[config.mk]
export PLATFORM = sky130hd
export DESIGN_NAME = lt_arbiter
export DESIGN_NICKNAME = d
export VERILOG_FILES = /design/src/rtl/lt_arbiter.sv
export SDC_FILE = /design/constraint.sdc
export NUM_CORES = 1
export LEC_CHECK = 0
export CORE_ASPECT_RATIO = 0.5
export CORE_UTILIZATION = 31
export CTS_CLUSTER_SIZE = 16
export DETAILED_ROUTE_END_ITERATION = 8
export SYNTH_ARGS = -nofsm -noshare
export SYNTH_HDL_FRONTEND = slang
export SYNTH_SLANG_ARGS = --single-unit
[constraint.sdc]
create_clock -name clk -period 6.33 [get_ports clk]
set_input_delay 0.633 -clock clk [delete_from_list [all_inputs] [get_ports clk]]
set_output_delay 0.633 -clock clk [all_outputs]
set_load 0.05 [all_outputs]
[src/rtl/lt_arbiter.sv]
// lt_arbiter: two requesters share one WIDTH-bit less-than unit.
// Define LT_UNSIGNED_EN to add per-request unsigned-compare inputs.
module lt_arbiter #(
  parameter int WIDTH = 32
) (
  input  logic             clk,
  input  logic             rst_n,
  input  logic             req0_valid,
  input  logic [WIDTH-1:0] req0_a,
  input  logic [WIDTH-1:0] req0_b,
`ifdef LT_UNSIGNED_EN
  input  logic             req0_uns,
  input  logic             req1_uns,
`endif
  output logic             req0_ready,
  input  logic             req1_valid,
  input  logic [WIDTH-1:0] req1_a,
  input  logic [WIDTH-1:0] req1_b,
  output logic             req1_ready,
  output logic             resp_valid,
  output logic             resp_id,
  output logic [31:0]      resp_lt,
  input  logic             resp_ready,
  output logic [15:0]      done_cnt
);

  typedef enum logic [1:0] {
    IDLE,
    CMP,
    RESP
  } state_t;

  state_t           state;
  state_t           state_nx;
  logic             last_grant;
  logic             gnt;
  logic             idle_ok;
  logic             hs;
  logic [WIDTH-1:0] op_a;
  logic [WIDTH-1:0] op_b;
  logic             lt_bit;
  logic             sgn_lt;

`ifdef LT_UNSIGNED_EN
  logic             op_uns;
  logic [WIDTH:0]   diff;
`else
  logic [WIDTH-1:0] diff;
`endif

  // Round-robin pick: a tie goes to whoever did not win last time.
  always_comb begin
    gnt = 1'b0;
    unique case (1'b1)
      req0_valid && req1_valid: gnt = ~last_grant;
      !req0_valid && req1_valid: gnt = 1'b1;
      default: gnt = 1'b0;
    endcase
  end

  assign idle_ok    = rst_n && (state == IDLE);
  assign req0_ready = idle_ok && req0_valid && !gnt;
  assign req1_ready = idle_ok && req1_valid && gnt;
  assign hs         = req0_ready || req1_ready;
  assign resp_valid = (state == RESP);

  // Shared compare: sign bits decide when they differ, else the sign
  // of the difference; the extra borrow bit gives the unsigned result.
  always_comb begin
`ifdef LT_UNSIGNED_EN
    diff = {1'b0, op_a} - {1'b0, op_b};
`else
    diff = op_a - op_b;
`endif
    if (op_a[WIDTH-1] != op_b[WIDTH-1])
      sgn_lt = op_a[WIDTH-1];
    else
      sgn_lt = diff[WIDTH-1];
`ifdef LT_UNSIGNED_EN
    lt_bit = op_uns ? diff[WIDTH] : sgn_lt;
`else
    lt_bit = sgn_lt;
`endif
  end

  // Next-state sequencing IDLE -> CMP -> RESP -> IDLE.
  always_comb begin
    state_nx = state;
    unique case (state)
      IDLE: if (hs) state_nx = CMP;
      CMP:  state_nx = RESP;
      RESP: if (resp_ready) state_nx = IDLE;
      default: state_nx = IDLE;
    endcase
  end

  // FSM state register.
  always_ff @(posedge clk or negedge rst_n) begin
    if (!rst_n) state <= IDLE;
    else        state <= state_nx;
  end

  // Operand capture, result register and completion counter.
  always_ff @(posedge clk or negedge rst_n) begin
    if (!rst_n) begin
      op_a       <= '0;
      op_b       <= '0;
`ifdef LT_UNSIGNED_EN
      op_uns     <= 1'b0;
`endif
      resp_id    <= 1'b0;
      resp_lt    <= 32'h0;
      last_grant <= 1'b1;
      done_cnt   <= 16'h0;
    end else begin
      if (hs) begin
        op_a       <= gnt ? req1_a : req0_a;
        op_b       <= gnt ? req1_b : req0_b;
`ifdef LT_UNSIGNED_EN
        op_uns     <= gnt ? req1_uns : req0_uns;
`endif
        resp_id    <= gnt;
        last_grant <= gnt;
      end
      if (state == CMP)
        resp_lt <= {31'h0, lt_bit};
      if (state == RESP && resp_ready)
        done_cnt <= done_cnt + 16'h1;
    end
  end

endmodule

# --- After elaboration in Yosys (flattened, before gate mapping) ---
# Cells that the tools add are included.
# W data, S select, Z words.
totals:
  reg_bits: 85
  input_bits: 133
  output_inout_bits: 52
  wordCells: 35
classes:
  addsub: 2
  n_eq_ne: 5
  mux: 7
  n_bitwise: 1
  reduce_logical: 13
op_table:
  columns: ["op", "n"]
  rows:
  - ["$mux W32", 2]
  - ["$sub A32 B32 Y32", 1]
  - ["$add A16 B1 Y16 const B", 1]
  - ["$logic_and A1 B1 Y1", 8]
  - ["$pmux W2 S3", 1]
  - ["$mux W2", 2]
  - ["$eq A2 B1 Y1 const B", 1]
  - ["$eq A2 B2 Y1 const B", 1]
  - ["$logic_not A1 Y1", 2]
  - ["$logic_not A2 Y1", 1]
  - ["$ne A2 B1 Y1 const B", 1]
  - ["$ne A2 B2 Y1 const B", 1]
  - ["$pmux W1 S2", 1]
  - ["$reduce_and A2 Y1", 1]
  - ["$logic_or A1 B1 Y1", 1]
  - ["$mux W1", 1]
  - ["$ne A1 B1 Y1", 1]
  - ["$not A1 Y1", 1]

# --- Longest topological paths before layout ---
# Gate-level depths: netlist of run 1.
logic_depth:
  word_depth: 8
  depth_mapped: 9
  ltp_nobuf: 9

# --- Least setup slack after synthesis of run 1 ---
# OpenSTA, ideal clock, no wires.
synth_path:
  path_type: "input to output"
  start: "input req1_valid"
  end: "output req0_ready"
  arrival_ns: 1.830
  required_time_ns: 5.697
  setup_slack_ns: 3.867
  stages: 4
  n_path_buf: 2
  path_cell_list: "a21boi_2 -> buf_4 -> buf_2 -> nor2_1"
synth_between:
  elab_chain_len: 4
  elab_cells_between_ends: 5
  classes_between: "1 x mux; 4 x reduce/logical"
synth_rtl:
  columns: ["item", "line", "source"]
  rows:
  - ["start, declared", "16", "input logic req1_valid,"]
  - ["$logic_and A1 B1 Y1, on equally long branches", "56, 55", null]
  - ["$pmux W1 S2 *", "54", "unique case (1'b1)"]
  - ["$logic_not A1 Y1 *", "62", "assign req0_ready = idle_ok && req0_valid && !gnt;"]
  - ["$logic_and A1 B1 Y1 *", "62", null]
  - ["end, declared", "15", "output logic req0_ready,"]
# Mark *: on every way between the ends. The rest lies on a longest branch, timed or not.

# --- Worst setup path in the final report of run 1 ---
layout_path:
  start: "input req1_valid"
  end: "output req1_ready"
layout_between:
  elab_chain_len: 3
  elab_cells_between_ends: 5
  classes_between: "1 x mux; 4 x reduce/logical"
layout_rtl:
  columns: ["item", "line", "source"]
  rows:
  - ["$logic_and A1 B1 Y1, on equally long branches", "56, 55", null]
  - ["$pmux W1 S2", "54", null]
  - ["$logic_and A1 B1 Y1 *", "63", "assign req1_ready = idle_ok && req1_valid && gnt;"]
  - ["end, declared", "19", "output logic req1_ready,"]
# Marks and branches as above.

==> flow_summary.yaml, run 1 <==
status:
  outcome: "finished clean"
critical_path:
  cp.required_ns: 5.70
  crit_type: "in -> out"
  cp.depth: 5
  cp-start-kind: "input pin"
  crit_chain: "clkdlybuf4s50_1, a21boi_4, buf_4, and2_1, clkdlybuf4s50_1"
  worstRegToRegCells: 8
  crit_slowest_cell: "clkdlybuf4s50_1"
  crit_path_end_kind: "output port"
  cp_max_fo: 29
  crit_buf_inv: 3
  critPathTopFamily: "buffers and inverters"
  slowest_delay_ns: 0.81
  arrival_ns: 2.78
  path_common_cell: "clkdlybuf4s50_1"
logic_synthesis:
  yosys.cell_types.count: 42
  ys_seq_area_share_pct: 43.6
  async_reset_ff_share_pct: 100
  syn_avg_cell_area_sq_um: 9.92
  synth_edf_count: 0
  synthFlopType: "dfrtp_1"
  syn-cell-area_sq_mm: 0.00488
  ys_warn_count: 0
  ys_ff_latch: 85
  syn_inst: 492
grt:
  grt_antenna_before_repair: 0
  grtUsageTotal_pct: 13.6
  grt_pass1_wl_microns: 17700
  grt_start_max_net_pins: 74
  grt_pass1_vias: 3564
  gr-total-overflow: 0
layout:
  mostFrequentLayoutCell: "clkdlybuf4s50_1"
  final_cell_mix: "152 x clkdlybuf4s50_1, 84 x dfrtp_1, 78 x a21oi_1"
  final_nets: 802
  diodes: 0
  layout-drive-gt1-share_pct: 5.30
  final_area_sq_mm: 0.00674
  area_growth_pct: 38.1
  fill_cells: 1455
  utilization_pct: 45.2
floorplan:
  dieHeight_microns: 90.7
  dieArea_sq_mm: 0.0163
  core_sq_mm: 0.0149
  rows: 31
  initial_utilization_pct: 32.8
  ios: 185
  die_w_microns: 179
drt:
  via_per_inst: 4.38
  drt_first_pass_iters: 8
  drtIter0Drc: 183
  vias: 3679
  drc: 0
  wirelength_microns: 10500
  routedWlPerCell_microns: 12.5
  final_antenna_net_count: 0
clocking:
  clk_pin_slew_ns: 0.06
  cts.sinks: 85
  cts_hold_buf: 0
  ctsResizeCount: 0
  numCtsBuffers: 9
  clk_latency_ns: 0.33
  clock_path_buffers: 2
  post_cts_buffers: 0
  htreeDepth: 3
  cts_tree: "done"
  cts-root-buf: "clkbuf_16"
sta:
  finalCriticalPeriod_ns: 3.42
  drv_slew: 0
  fmax_mhz: 293
  rsz0062_at_grt: "no"
  setup_tns_ns: 0
  relSlewSlack_pct: 53.2
  hold_viol_final: 0
  setup_viol: 0
  worst_pin_slew_ns: 0.703
  period_share_pct: 54.0
  fin_skew_ns: 0.00543
  hold_ws_ns: 0.241
hold_path:
  min_path_type: "in -> async"
power_and_ir_drop:
  ir_drop_mv: 0.170
  powerDensity_mw_per_mm2: 356
  leakagePower_uw: 0.00305
  report.power.total_uw: 2400
place:
  placed_cell_area_sq_mm: 0.00644
  hpwlAfterDp_microns: 8090
  port_buffers: 153
  globalplace.congestion: 0.729
job:
  max-cap-violations: 0
## Yosys cell counts (2+ instances only)
cell / instances / area [sq um]
nand4_1: 5 / 31.3
nor3_1: 2 / 10.0
nand3_2: 2 / 20.0
o21ai_0: 6 / 30.0
xor2_1: 4 / 35.0
nand3_1: 2 / 10.0
mux2_2: 2 / 22.5
mux2i_1: 64 / 641
a21o_1: 4 / 30.0
and4_4: 2 / 22.5
buf_2: 12 / 60.1
inv_1: 32 / 120
and4_1: 2 / 17.5
and3_1: 2 / 12.5
xnor2_1: 11 / 96.3
a21oi_1: 78 / 390
and3_4: 2 / 22.5
nor2_1: 68 / 255
and2_1: 2 / 12.5
ha_1: 31 / 388
dfrtp_1: 84 / 2100
buf_4: 39 / 293
nand2_1: 17 / 63.8
## through the flow
stage | setup WS [ns] | std cells
after floorplan | 3.87 | 522
after global placement | 2.92 | 824
after detailed placement | 2.89 | 824
after CTS | 2.88 | 840
after global routing | 2.78 | 840
final | 2.91 | 840
## worst register-to-register path, cell delays in order, from the launching register on
cell and delay [ns]:
dfrtp_1 0.39, ha_1 0.32, nand4_1 0.12, nor3_1 0.51
nand4_1 0.22, o211ai_1 0.24, a21oi_1 0.13, fa_1 0.38
mux2_2 0.26
## per-layer routing
metal / share of wire (%) / routed length [microns] / GRT usage, %
met1: 46 / 4870 / 17.5
met2: 49 / 5170 / 23.0
met3: 3.6 / 373 / 3.31
met4: 0.72 / 76 / 3.02
met5: 0 / 0 / 0
## flip-flops by register name, indices dropped and copies added, names as in the netlist
name        cells
resp_id         1
done_cnt       16
op_a           32
op_b           32
resp_lt         1
last_grant      1
state           2
## power breakdown
group,internal (uW),leakage [uW],total (uW),switching (uW)
combinational,441,0.00193,999,558
clock,316,0.000143,525,210
sequential,747,0.000974,871,125
## logic make-up after synthesis
| group | Yosys count | share of synthesized area, % |
|---|---|---|
| muxes | 66 | 13.6 |
| DFF | 85 | 43.6 |
| AOI/OAI and AO/OA | 96 | 10.7 |
| buffers and inverters | 85 | 10.1 |
| xor gates and xnor gates | 15 | 2.69 |
| adders and majority gates | 32 | 8.36 |
| other | 1 | 0.0768 |
| and+or+nand+nor | 112 | 10.8 |
## cell type report
cell class | count | area (sq um) | area share (%)
multi-input combinational | 352 | 2390 | 35.4
sequential | 85 | 2130 | 31.6
timing repair buffer | 157 | 1560 | 23.1
tap | 198 | 248 | 3.68
clock buffer | 12 | 246 | 3.66
inverter | 32 | 120 | 1.78
clock inverter | 4 | 47.5 | 0.706
## path summary, 6_finish.rpt
check / startpoint / end / slack (ns)
max: req1_valid / req1_ready / 2.91
min: rst_n / op_b[24] / 0.24
max reg2reg: op_a[30] / resp_lt[0] / 3.64
min reg2reg: done_cnt[15] / done_cnt[15] / 0.47
max in group asynchronous: rst_n / op_b[16] / 5.03
min in group clk: done_cnt[15] / done_cnt[15] / 0.47
(Power assumes the default switching activity.)
==> run 2, diff against run 1 <==
==> constraint.sdc (replaced) <==
create_clock -name clk -period 3.3 [get_ports clk]
set_input_delay 0.33 -clock clk [delete_from_list [all_inputs] [get_ports clk]]
set_output_delay 0.33 -clock clk [all_outputs]
set_load 0.05 [all_outputs]
==> flow_summary.yaml, run 2 (synthesized netlist as in run 1, its figures left out) <==
clocking:
  clock_path_buffers: 2
  cts_hold_buf: 1
  cts-root-buf: "clkbuf_16"
  cts.sinks: 85
  clk_pin_slew_ns: 0.07
  htreeDepth: 3
  ctsResizeCount: 0
  post_cts_buffers: 0
  numCtsBuffers: 9
  cts_tree: "done"
  clk_latency_ns: 0.34
sta:
  hold_viol_final: 0
  fin_skew_ns: 0.00702
  setup_tns_ns: 0
  relSlewSlack_pct: 41.7
  period_share_pct: 88.1
  drv_slew: 0
  worst_pin_slew_ns: 0.874
  setup_viol: 0
  rsz0062_at_grt: "no"
  finalCriticalPeriod_ns: 2.91
  fmax_mhz: 344
floorplan:
  die_w_microns: 179
  dieArea_sq_mm: 0.0163
  rows: 31
  ios: 185
  dieHeight_microns: 90.7
  initial_utilization_pct: 32.8
  core_sq_mm: 0.0149
drt:
  final_antenna_net_count: 0
  vias: 3709
  drtIter0Drc: 162
  drc: 0
  via_per_inst: 4.41
  wirelength_microns: 10800
  routedWlPerCell_microns: 12.8
  drt_first_pass_iters: 8
layout:
  reg_top3: "op_a: 32 flops, op_b: 32 flops, done_cnt: 16 flops"
  final_cell_mix: "151 x clkdlybuf4s50_1, 84 x dfrtp_1, 78 x a21oi_1"
  area_growth_pct: 39.1
  mostFrequentLayoutCell: "clkdlybuf4s50_1"
  diodes: 0
  layout-drive-gt1-share_pct: 5.75
  final_nets: 803
power_and_ir_drop:
  report.power.total_uw: 4660
  leakagePower_uw: 0.00307
  powerDensity_mw_per_mm2: 686
  ir_drop_mv: 0.324
critical_path:
  regToRegStartpoint: "op_b[30]"
  worstRegToRegCells: 9
  crit_path_end_kind: "output port"
  cp.required_ns: 2.97
  r2r_setup_slack_ns: 0.80
  cp_max_fo: 18
  crit_type: "in -> out"
  cp-start-kind: "input pin"
  arrival_ns: 2.58
  r2r-end: "resp_lt[0]"
grt:
  grt_antenna_before_repair: 0
  grtUsageTotal_pct: 13.8
  gr-total-overflow: 0
  grt_pass1_wl_microns: 17900
  grt_pass1_vias: 3583
  grt_start_max_net_pins: 70
job:
  max-cap-violations: 0
status:
  outcome: "finished clean"
hold_path:
  min_path_type: "in -> async"
place:
  hpwlAfterDp_microns: 8110
  globalplace.congestion: 0.731
  port_buffers: 153
[run 2: changes by cell type in the layout (fill, tap and decap cells not counted), sizes merged]
| cell | previous run | this run |
|---|---|---|
| clkbuf | 12 | 11 |
| dlygate4sd3 | 0 | 1 |
| buf | 5 | 6 |
| clkinvlp | 1 | 2 |
| clkdlybuf4s50 | 152 | 151 |
[run 2: power breakdown]
group	internal, uW	switching (uW)	leakage [uW]	total, uW
Combinational	856	1070	0.00195	1930
Clock	628	425	0.000148	1050
Sequential	1430	247	0.000974	1680
Total	2920	1740	0.00307	4660
[run 2: per-layer routing]
layer | vias to the layer above | GRT usage, % | routed length, microns
li1 | 1908 | - | -
met1 | 1704 | 18.4 | 5270
met2 | 93 | 22.5 | 5110
met3 | 4 | 3.71 | 359
met4 | 0 | 3.02 | 46
met5 | - | 0 | 0
[run 2: stage by stage]
step	worst slack, ns	std cells	instance area, sq um	hold WS, ns	utilization [%]
2_1_floorplan	1.10	522	4990	0.0344	-
3_3_place_gp	0.946	824	6460	0.217	43.4
5_1_grt	0.190	841	6790	0.437	45.6
6_report	0.393	841	6790	0.415	45.6
3_5_place_dp	0.785	824	6460	0.228	43.4
4_1_cts	0.368	841	6790	0.411	45.6
[run 2: area by class of cell]
class                      count  area (sq um)
inverter                      32           120
timing repair buffer         158          1590
clock buffer                  11           253
clock inverter                 5          58.8
multi-input combinational    352          2390
fill                        1425          8110
sequential                    85          2130
tap                          198           248
[run 2: how the worst max path moves through the flow]
stage / start / endpoint / slack (ns) / cells past startpoint
after floorplan: op_a[30] / resp_lt[0] / 1.10 / 8
after global placement: op_a[30] / resp_lt[0] / 0.95 / 8
after detailed placement: op_b[30] / resp_lt[0] / 0.78 / 9
after CTS: rst_n / req0_ready / 0.37 / 6
after global routing: rst_n / req0_ready / 0.19 / 6
final: rst_n / req0_ready / 0.39 / 6
[run 2: critical path, cell delays in order]
cell,delay (ns)
dlygate4sd3_1,0.53
buf_4,0.28
nor3b_2,0.38
nand2_1,0.12
nor2_1,0.12
clkdlybuf4s50_1,0.81
